<file path="config.mk">
export PLATFORM = sky130hd
export DESIGN_NAME = cmac_usplus_0_axis_multi_pkt_gen
export DESIGN_NICKNAME = d
export VERILOG_FILES = /design/src/rtl/cmac_usplus_0_axis_multi_pkt_gen.sv
export SDC_FILE = /design/constraint.sdc
export NUM_CORES = 1
export LEC_CHECK = 0
export CORE_AREA = 10 10 237 239
export CTS_BUF_LIST = sky130_fd_sc_hd__clkbuf_4 sky130_fd_sc_hd__clkbuf_8
export CTS_CLUSTER_DIAMETER = 30
export DETAILED_ROUTE_END_ITERATION = 12
export DIE_AREA = 0 0 247 249
export PLACE_DENSITY = 0.61
export SLEW_MARGIN = 30
export SYNTH_ARGS = -nofsm -noshare
export SYNTH_HDL_FRONTEND = slang
export SYNTH_SLANG_ARGS = --single-unit
</file>
<file path="constraint.sdc">
create_clock -name clk -period 10.56 [get_ports clk]
set_input_delay 2.64 -clock clk [delete_from_list [all_inputs] [get_ports clk]]
set_output_delay 2.64 -clock clk [all_outputs]
set_load 0.02 [all_outputs]
</file>
<file path="src/rtl/cmac_usplus_0_axis_multi_pkt_gen.sv">
// rtl/cmac_usplus_0_axis_multi_pkt_gen.sv - multi-stream AXIS packet generator for the CMAC TX port
// Round-robin stream tagging, fixed/sweep packet sizes, per-stream sequence numbers, sticky TX errors.
module cmac_usplus_0_axis_multi_pkt_gen #(
    parameter int DATA_W      = 512,
    parameter int PKT_NUM     = 1000,
    parameter int MIN_SIZE    = 64,
    parameter int MAX_SIZE    = 1522,
    parameter int NUM_STREAMS = 4,
    parameter int CNT_W       = 32
) (
    input  logic                clk,
    input  logic                reset,
    input  logic                start,
    input  logic                stop,
    input  logic                continuous,
    input  logic                size_mode,
    input  logic [13:0]         fixed_size,
    input  logic                link_up,
    input  logic                tx_ovfout,
    input  logic                tx_unfout,
    input  logic                tx_axis_tready,
    output logic                tx_axis_tvalid,
    output logic [DATA_W-1:0]   tx_axis_tdata,
    output logic [DATA_W/8-1:0] tx_axis_tkeep,
    output logic                tx_axis_tlast,
    output logic                tx_axis_tuser,
    output logic                busy,
    output logic                done,
    output logic                tx_err,
    output logic [CNT_W-1:0]    pkt_cnt
);
    localparam int BYTES = DATA_W / 8;
    localparam int SZ_W  = 14;
    localparam int RM_W  = $clog2(BYTES + 1);
    localparam int SID_W = (NUM_STREAMS > 1) ? $clog2(NUM_STREAMS) : 1;

    typedef enum logic [1:0] {S_IDLE, S_WAIT_LINK, S_SEND, S_DONE} state_t;
    state_t r_state, w_next_state;

    logic              r_start_d;
    logic              r_valid;
    logic [SZ_W-1:0]   r_beat;
    logic [SZ_W-1:0]   r_last_beat;
    logic [SZ_W-1:0]   r_sweep;
    logic [RM_W-1:0]   r_rem;
    logic [SID_W-1:0]  r_stream;
    logic [15:0]       r_seq [NUM_STREAMS];
    logic [15:0]       r_burst_cnt;
    logic [CNT_W-1:0]  r_pkt_cnt;
    logic              r_tx_err;

    logic              w_start_edge, w_launch, w_is_last, w_acc, w_acc_last;
    logic              w_burst_end, w_pkt_load;
    logic [SZ_W-1:0]   w_fixed_sz, w_new_size, w_new_last_beat;
    logic [RM_W-1:0]   w_new_rem;
    logic [15:0]       w_seq, w_k;
    logic [DATA_W-1:0] w_data;
    logic [BYTES-1:0]  w_keep;

    assign w_start_edge = start & ~r_start_d;
    assign w_launch     = w_start_edge & ((r_state == S_IDLE) | (r_state == S_DONE));
    assign w_is_last    = (r_beat == r_last_beat);
    assign w_acc        = r_valid & tx_axis_tready;
    assign w_acc_last   = w_acc & w_is_last;
    assign w_burst_end  = ~continuous & (r_burst_cnt == 16'(PKT_NUM - 1));
    assign w_pkt_load   = (r_state == S_SEND) & (~r_valid | (w_acc_last & (w_next_state == S_SEND)));

    assign w_fixed_sz = (fixed_size < SZ_W'(MIN_SIZE)) ? SZ_W'(MIN_SIZE) :
                        (fixed_size > SZ_W'(MAX_SIZE)) ? SZ_W'(MAX_SIZE) : fixed_size;
    assign w_new_size      = size_mode ? r_sweep : w_fixed_sz;
    assign w_new_last_beat = (w_new_size - SZ_W'(1)) / SZ_W'(BYTES);
    assign w_new_rem       = RM_W'(w_new_size - w_new_last_beat * SZ_W'(BYTES));

    always_ff @(posedge clk or posedge reset) begin
        if (reset) r_state <= S_IDLE;
        else       r_state <= w_next_state;
    end

    // A packet in flight always completes; exits from SEND happen only on tlast acceptance.
    always_comb begin
        w_next_state = r_state;
        case (r_state)
            S_IDLE:      if (w_start_edge) w_next_state = S_WAIT_LINK;
            S_WAIT_LINK: if (link_up)      w_next_state = S_SEND;
            S_SEND: begin
                if (w_acc_last) begin
                    if (stop)             w_next_state = S_IDLE;
                    else if (w_burst_end) w_next_state = S_DONE;
                    else if (!link_up)    w_next_state = S_WAIT_LINK;
                end
            end
            S_DONE:      if (w_start_edge) w_next_state = S_WAIT_LINK;
            default:     w_next_state = S_IDLE;
        endcase
    end

    always_ff @(posedge clk or posedge reset) begin
        if (reset) begin
            r_start_d   <= 1'b0;
            r_valid     <= 1'b0;
            r_beat      <= '0;
            r_last_beat <= '0;
            r_sweep     <= SZ_W'(MIN_SIZE);
            r_rem       <= '0;
            r_stream    <= '0;
            r_burst_cnt <= '0;
            r_pkt_cnt   <= '0;
            r_tx_err    <= 1'b0;
            for (int i = 0; i < NUM_STREAMS; i++) r_seq[i] <= '0;
        end else begin
            r_start_d <= start;
            if (tx_ovfout | tx_unfout) r_tx_err <= 1'b1;
            else if (w_launch)         r_tx_err <= 1'b0;
            if (w_launch) begin
                r_pkt_cnt   <= '0;
                r_burst_cnt <= '0;
            end
            if (w_acc) begin
                if (w_is_last) begin
                    r_pkt_cnt       <= r_pkt_cnt + 1'b1;
                    r_burst_cnt     <= r_burst_cnt + 16'd1;
                    r_seq[r_stream] <= r_seq[r_stream] + 16'd1;
                    r_stream        <= (r_stream == SID_W'(NUM_STREAMS - 1)) ? '0 : r_stream + 1'b1;
                    r_beat          <= '0;
                    r_valid         <= 1'b0;
                end else begin
                    r_beat <= r_beat + 1'b1;
                end
            end
            // Next packet is latched here, overriding the tlast clear so there is no idle gap.
            if (w_pkt_load) begin
                r_valid     <= 1'b1;
                r_beat      <= '0;
                r_last_beat <= w_new_last_beat;
                r_rem       <= w_new_rem;
                if (size_mode)
                    r_sweep <= (r_sweep >= SZ_W'(MAX_SIZE)) ? SZ_W'(MIN_SIZE) : r_sweep + 1'b1;
            end
        end
    end

    assign w_seq = r_seq[r_stream];

    always_comb begin
        w_data = '0;
        w_k    = '0;
        for (int j = 0; j < BYTES; j++) begin
            w_k = 16'(r_beat) * 16'(BYTES) + 16'(j);
            if (w_k == 16'd0)      w_data[8*j +: 8] = 8'(r_stream);
            else if (w_k == 16'd1) w_data[8*j +: 8] = w_seq[15:8];
            else if (w_k == 16'd2) w_data[8*j +: 8] = w_seq[7:0];
            else                   w_data[8*j +: 8] = w_k[7:0];
        end
    end

    // Shifting by BYTES yields zero, so a full last beat still gets all-ones keep.
    assign w_keep = w_is_last ? ~({BYTES{1'b1}} << r_rem) : {BYTES{1'b1}};

    assign tx_axis_tvalid = r_valid;
    assign tx_axis_tdata  = r_valid ? w_data : '0;
    assign tx_axis_tkeep  = r_valid ? w_keep : '0;
    assign tx_axis_tlast  = r_valid & w_is_last;
    assign tx_axis_tuser  = 1'b0;
    assign busy           = (r_state == S_WAIT_LINK) | (r_state == S_SEND);
    assign done           = (r_state == S_DONE);
    assign tx_err         = r_tx_err;
    assign pkt_cnt        = r_pkt_cnt;
endmodule

</file>
==> results of run 1 <==
## routing by layer
metal	vias up	wire length, um	global-route usage
met5	-	0	0
met4	0	687	0.03337
met3	37	2461	0.03021
met2	285	21650	0.2232
met1	5032	16040	0.1440
li1	4908	-	-
## registers in the layout, indices dropped and copies added (netlist names)
register        cells
r_seq              64
r_stream            2
tx_err              1
r_burst_cnt        16
tx_axis_tvalid      1
r_rem               7
pkt_cnt            32
r_state             2
r_last_beat         8
r_start_d           1
r_beat             14
r_sweep            14
## worst paths after layout
kind / start / end
min: r_seq[53] / r_seq[53]
min in group asynchronous: reset / r_seq[35]
max reg2reg: r_burst_cnt[0] / r_rem[6]
min reg2reg: r_seq[53] / r_seq[53]
max in group asynchronous: reset / tx_axis_tvalid
max: r_beat[11] / tx_axis_tkeep[12]
## cell usage in the layout (no fill, tap or decap), types with 9 or more instances in the layout
| cell | count |
|---|---|
| xnor2_1 | 17 |
| conb_1 | 181 |
| clkbuf_8 | 18 |
| o211ai_1 | 12 |
| mux2_2 | 9 |
| nand2_1 | 153 |
| and2_1 | 23 |
| nor2_1 | 57 |
| or4_1 | 11 |
| dfrtp_1 | 159 |
| nand4_1 | 30 |
| ha_1 | 13 |
| clkdlybuf4s50_1 | 456 |
| nand3_1 | 40 |
| nor3_1 | 20 |
| nor4_1 | 10 |
| inv_1 | 24 |
| and3_1 | 16 |
| xor2_1 | 21 |
| mux4_2 | 15 |
| nand2b_1 | 11 |
| a31oi_1 | 13 |
| o21ai_0 | 143 |
| o31ai_1 | 12 |
| buf_4 | 12 |
| a21oi_1 | 63 |
| mux2i_1 | 9 |
## kinds of logic (layout without fill, tap and decap cells)
| group | after synthesis | in the layout | synth area share |
|---|---|---|---|
| multiplexers | 36 | 36 | 0.04315 |
| AO/OA/AOI/OAI | 305 | 305 | 0.1390 |
| adder cells (fa/ha/maj) | 14 | 14 | 0.01334 |
| flip-flops | 162 | 162 | 0.3088 |
| buffers and inverters | 585 | 527 | 0.3093 |
| XOR/XNOR | 38 | 38 | 0.02534 |
| AND/OR/NAND/NOR | 418 | 418 | 0.1608 |
| other | 1 | 181 | 0.0002855 |
## power by group through the flow
stage	registers, mW	logic [mW]	clock network (mW)
final	0.815	3.51	0.494
after detailed placement	0.826	3.56	0
after global routing	0.830	3.70	0.534
after CTS	0.813	3.57	0.508
after global placement	0.821	3.54	0
after floorplan	0.797	2.77	0
## worst max-delay path, stage by stage, from the launching register on
cell and delay, ps:
dfrtp_1 460, nor4_1 370, nand4_1 460, nor3_2 420, nand2b_1 300, nor3_2 550, a21oi_1 160, clkdlybuf4s50_1 570
## stage by stage
step / hold WS [ps] / power, mW
final: 480.9 / 4.821
after global routing: 499.7 / 5.061
after CTS: 487.6 / 4.887
after detailed placement: 467.4 / 4.383
after global placement: 456.6 / 4.357
after floorplan: 444.4 / 3.569
## final cells by class
| cell class | count | area share |
|---|---|---|
| clock inverter | 15 | 0.01199 |
| timing repair buffer | 469 | 0.2943 |
| tap | 680 | 0.05364 |
| sequential | 162 | 0.2560 |
| multi-input combinational | 992 | 0.3627 |
| inverter | 26 | 0.006627 |
| clock buffer | 17 | 0.01475 |
==> summary.md, run 1 <==
| Metric | Value |
|---|---|
| Outcome | finished, final reports clean |
| Register-to-Register Setup Slack | 7050 ps |
| Vias/cell | 4.346 |
| Critical Setup Path Class | register to output port |
| Top-count cell post-synth | buf_4 |
| All-Layer GR Usage | 0.1246 |
| Fin util | 0.3098 |
| Layout Nets | 1706 |
| Clock root buffer | clkbuf_8 |
| PD cells | 304.0 nW/um2 |
| Number of fill cells | 5324 |
| Min-Delay Path Class | register to register |
| Ant diodes | 0 |
| CP Max Fanout | 7 |
| Headroom to the max-slew limit | 0.3810 |
| Vias in the first global route | 9727 |
| Worst clock skew | 17.41 ps |
| I/O pins | 638 |
| Clock network power share | 0.102 |
| Core ar. | 51200 um2 |
| Combinational power share | 0.729 |
| Syn Inst Count | 1559 |
| Post-synth top cells | buf_4, dfrtp_1, nand2_1, o21ai_0, a21oi_1 |
| Final Hold Vio Count | 0 |
| Place WS | 4449 ps |
| Clock-pin transition on the worst setup and hold timing paths | 110 ps |
| Post-CTS setup buffer count | 0 |
| CTS max path bufs | 2 |
| Fin cells | 2361 |
| WL per Instance | 17.30 um |
| Initial Utilization | 0.2565 |
| Leakage | 6.561 nW |
| FF+latch count, synth | 162 |
| VDD IR-drop max | 0.0001920 V |
| YS warnings | 0 |
| Global-route wire length before repair | 61310 um |
| Mean Syn Cell Area | 8.425 um2 |
| Routability cong. | 0.8232 |
| Post-synth top area cell | dfrtp_1 |
| Depth of the worst hold-timing path | 2 |
| Die width | 247 um |
| Synthesis-to-finish area growth | 20.76% |
| Worst Path Required | 7920 ps |
| Final setup fails | 0 |
| Placed cells | 2329 |
| Die ar. | 61500 um2 |
| DRC | 0 |
| Clk_lat worst skew | 510 ps |
| Total gr overflow | 0 |
| Max_cap viols | 0 |
| Async SR Flop Fraction | 1.000 |
| Synth Flop Type | dfrtp_1 |
| Sequential share of power | 0.169 |
| Worst Path Arrival | 3800 ps |
| Cts hold-fix bufs | 0 |
| Total net switching power | 2.442 mW |
| Worst Reg-to-Reg Cells | 8 |
| Vias | 10.26k |
| Final Instance Area | 15860 um2 |
| Slew Viols, Final | 0 |
| Worst-Margin Slew | 928.5 ps |
| Setup ws final | 4117 ps |
| Yosys cell types | 69 |
| Post-DP HPWL | 31700 um |
| Die Y | 249 um |
| Drt total wl | 40840 um |
| Switching portion of total power | 0.5066 |
| Post-synth EDFFs | 0 |
| Antenna viol nets, final | 0 |
| Sequential area share after synthesis | 0.3088 |
| Clk sinks | 162 |
| CP Launch Type | register |
| CTS Buf Count | 17 |
| H-Tree Depth | 4 |
| Pint | 2.378 mW |
| Core Rows | 83 |
| Mapped cell area | 13130 um2 |
| Final setup TNS | 0 ps |
| TritonRoute pass-1 iters | 5 |
| Area of the multi-input gates | 5752 um2 |
| Share of cells above drive strength 1 | 0.06008 |
| Area after DPL | 15410 um2 |
| Max Clock Freq | 0.1552 GHz |
| Tmin final | 6443 ps |
| Fin crit share | 0.6101 |
| Top cells by area, synth | dfrtp_1, buf_4, o21ai_0, nand2_1, mux4_2 |
| Initial antenna violation count | 2 |
| Post-CTS Resized | 0 |
| CP Capture Type | output port |
| RSZ-0062 raised after global routing | no |
| Buffers on Ports | 456 |
| FF/Latch Area | 4060 um2 |
| CTS tree | built |
| Synth top area share | 0.3068 |
| Initial DRC count | 650 |
| Largest net degree at the start of global routing | 160 |
No activity file was read; power rests on OpenSTA's default activity.
==> inputs of run 2 (changes only) <==
==> constraint.sdc (replaced) <==
create_clock -name clk -period 6.3 [get_ports clk]
set_input_delay 1.575 -clock clk [delete_from_list [all_inputs] [get_ports clk]]
set_output_delay 1.575 -clock clk [all_outputs]
set_load 0.02 [all_outputs]
==> run 2 against run 1 <==
Effect of this change:
- clock skew is 1.8 ps higher
- worst setup slack worse by 3400 ps
- non-clock buffer count is 7 higher
- global-route usage hardly changed
- highest routed layer unchanged
==> summary.md, run 2 (same netlist as run 1, synthesis figures left out) <==
| Metric | Value |
|---|---|
| Outcome | finished, final reports clean |
| Fin crit share | 0.8855 |
| Drt total wl | 41320 um |
| Max_cap viols | 0 |
| Worst-Margin Slew | 901.5 ps |
| Worst path slowest cell | clkdlybuf4s50_1 |
| Worst Reg-to-Reg Cells | 7 |
| Worst clock skew | 19.16 ps |
| Power consumption | 8.070 mW |
| Post-DP HPWL | 32180 um |
| Slew Viols, Final | 0 |
| Most common cell after layout, fill and taps aside | clkdlybuf4s50_1 |
| Antenna viol nets, final | 0 |
| CTS tree | built |
| Hold Path Sink | r_seq[35] |
| Share of cells above drive strength 1 | 0.06398 |
| Synthesis-to-finish area growth | 21.12% |
| CP Launch Type | register |
| Worst Path Required | 4720 ps |
| Min-Delay Path Class | register to register |
| Hold Startpoint | r_seq[35] |
| Depth of the worst hold-timing path | 2 |
| Cts hold-fix bufs | 0 |
| Global-route wire length before repair | 61120 um |
| Register-to-Register Setup Slack | 2670 ps |
| H-Tree Depth | 4 |
| Routability cong. | 0.8202 |
| VDD IR-drop max | 0.0003253 V |
| Clock-pin transition on the worst setup and hold timing paths | 100 ps |
| Crit-path max cell delay | 670 ps |
| Vias | 10.25k |
| Die Y | 249 um |
| Final Instance Area | 15910 um2 |
| Buffers on Ports | 456 |
| TritonRoute pass-1 iters | 5 |
| Vias in the first global route | 9763 |
| I/O pins | 638 |
| Tmin final | 5578 ps |
| All-Layer GR Usage | 0.1251 |
| Max Clock Freq | 0.1793 GHz |
| Most frequent cells in the layout | clkdlybuf4s50_1, conb_1, dfrtp_1 |
| Die ar. | 61500 um2 |
| Initial DRC count | 611 |
| Post-CTS setup buffer count | 0 |
| Clk sinks | 162 |
| CTS max path bufs | 2 |
| Area after DPL | 15470 um2 |
| Total gr overflow | 0 |
| Die width | 247 um |
| Leakage | 6.588 nW |
| Reg2Reg Capture Point | r_rem[6] |
| Final Hold Vio Count | 0 |
| Final setup fails | 0 |
| CTS Buf Count | 17 |
| Core Rows | 83 |
| DRC | 0 |
| Clk_lat worst skew | 500 ps |
| Largest register FFs | 64 |
| Post-CTS Resized | 0 |
| CP Max Fanout | 13 |
| Clock root buffer | clkbuf_8 |
| Layout Nets | 1713 |
| PD cells | 507.3 nW/um2 |
| Core ar. | 51200 um2 |
| Biggest register | r_seq |
| Number of fill cells | 5333 |
| Headroom to the max-slew limit | 0.3990 |
| RSZ-0062 raised after global routing | no |
| Initial Utilization | 0.2565 |
| Critical Setup Path Class | register to output port |
| Hold slack | 479.2 ps |
| Crit path cell chain | nor4_1, nand4_1, nor4_2, buf_4, nand2b_1, o21ai_0, clkdlybuf4s50_1 |
| Largest net degree at the start of global routing | 162 |
| Worst Path Arrival | 4000 ps |
| Initial antenna violation count | 1 |
| Crit. Startpoint | r_beat[10] |
| Vias/cell | 4.324 |
| CP Capture Type | output port |
| WL per Instance | 17.43 um |
| Worst r2r src | tx_axis_tvalid |
run 2: changes by cell type in the layout (fill, tap and decap cells not counted), sizes merged:
cell      change
diode         +3
clkinv        -2
bufinv        -1
buf           +8
clkinvlp      +2
run 2: worst max path at each step:
stage / slack (ps) / cells past startpoint / endpoint
floorplan: -30 / 1 / tx_axis_tvalid
global placement: 1290 / 7 / tx_axis_tkeep[56]
detailed placement: 1280 / 7 / tx_axis_tkeep[56]
CTS: 690 / 8 / tx_axis_tkeep[48]
global route: 400 / 7 / tx_axis_tkeep[56]
finish: 720 / 7 / tx_axis_tkeep[56]
run 2: worst max-delay path: cells and delay by family (launching register included):
kind            cells  cell delay (ps)
flops               1              450
simple gates        4             1700
compound gates      1              450
buf+inv             2              900
run 2: power breakdown:
group          total (mW)  switching, mW  internal (mW)
clock network       0.765          0.437          0.328
logic                5.94           3.42           2.52
registers            1.36          0.236           1.13
run 2: per-layer routing:
metal / GRT usage / wire length (um) / share of wire
met5: 0 / 0 / 0
met4: 0.03792 / 894 / 0.022
met3: 0.02496 / 2107 / 0.051
met2: 0.2252 / 21830 / 0.53
met1: 0.1453 / 16490 / 0.40
run 2: stage by stage:
stage / std cells / utilization / setup WS (ps) / setup TNS (ps)
global placement: 2335 / 0.3018 / 1288 / 0
floorplan: 1739 / - / -25.22 / -25.22
detailed placement: 2335 / 0.3022 / 1284 / 0
CTS: 2367 / 0.3096 / 692.9 / 0
global route: 2368 / 0.3106 / 399.1 / 0
finish: 2371 / 0.3107 / 721.6 / 0
run 2: cell type report:
type                    count  area [um2]  area share
multi-input cells         992        5751      0.3615
flip-flops and latches    162        4060      0.2552
repair buffers            476        4751      0.2986
well taps                 680       850.8     0.05348
clock buffers              18       241.5     0.01518
clock inverters            14       141.4    0.008888
diodes                      3       7.507   0.0004719
inverters                  26       105.1    0.006607
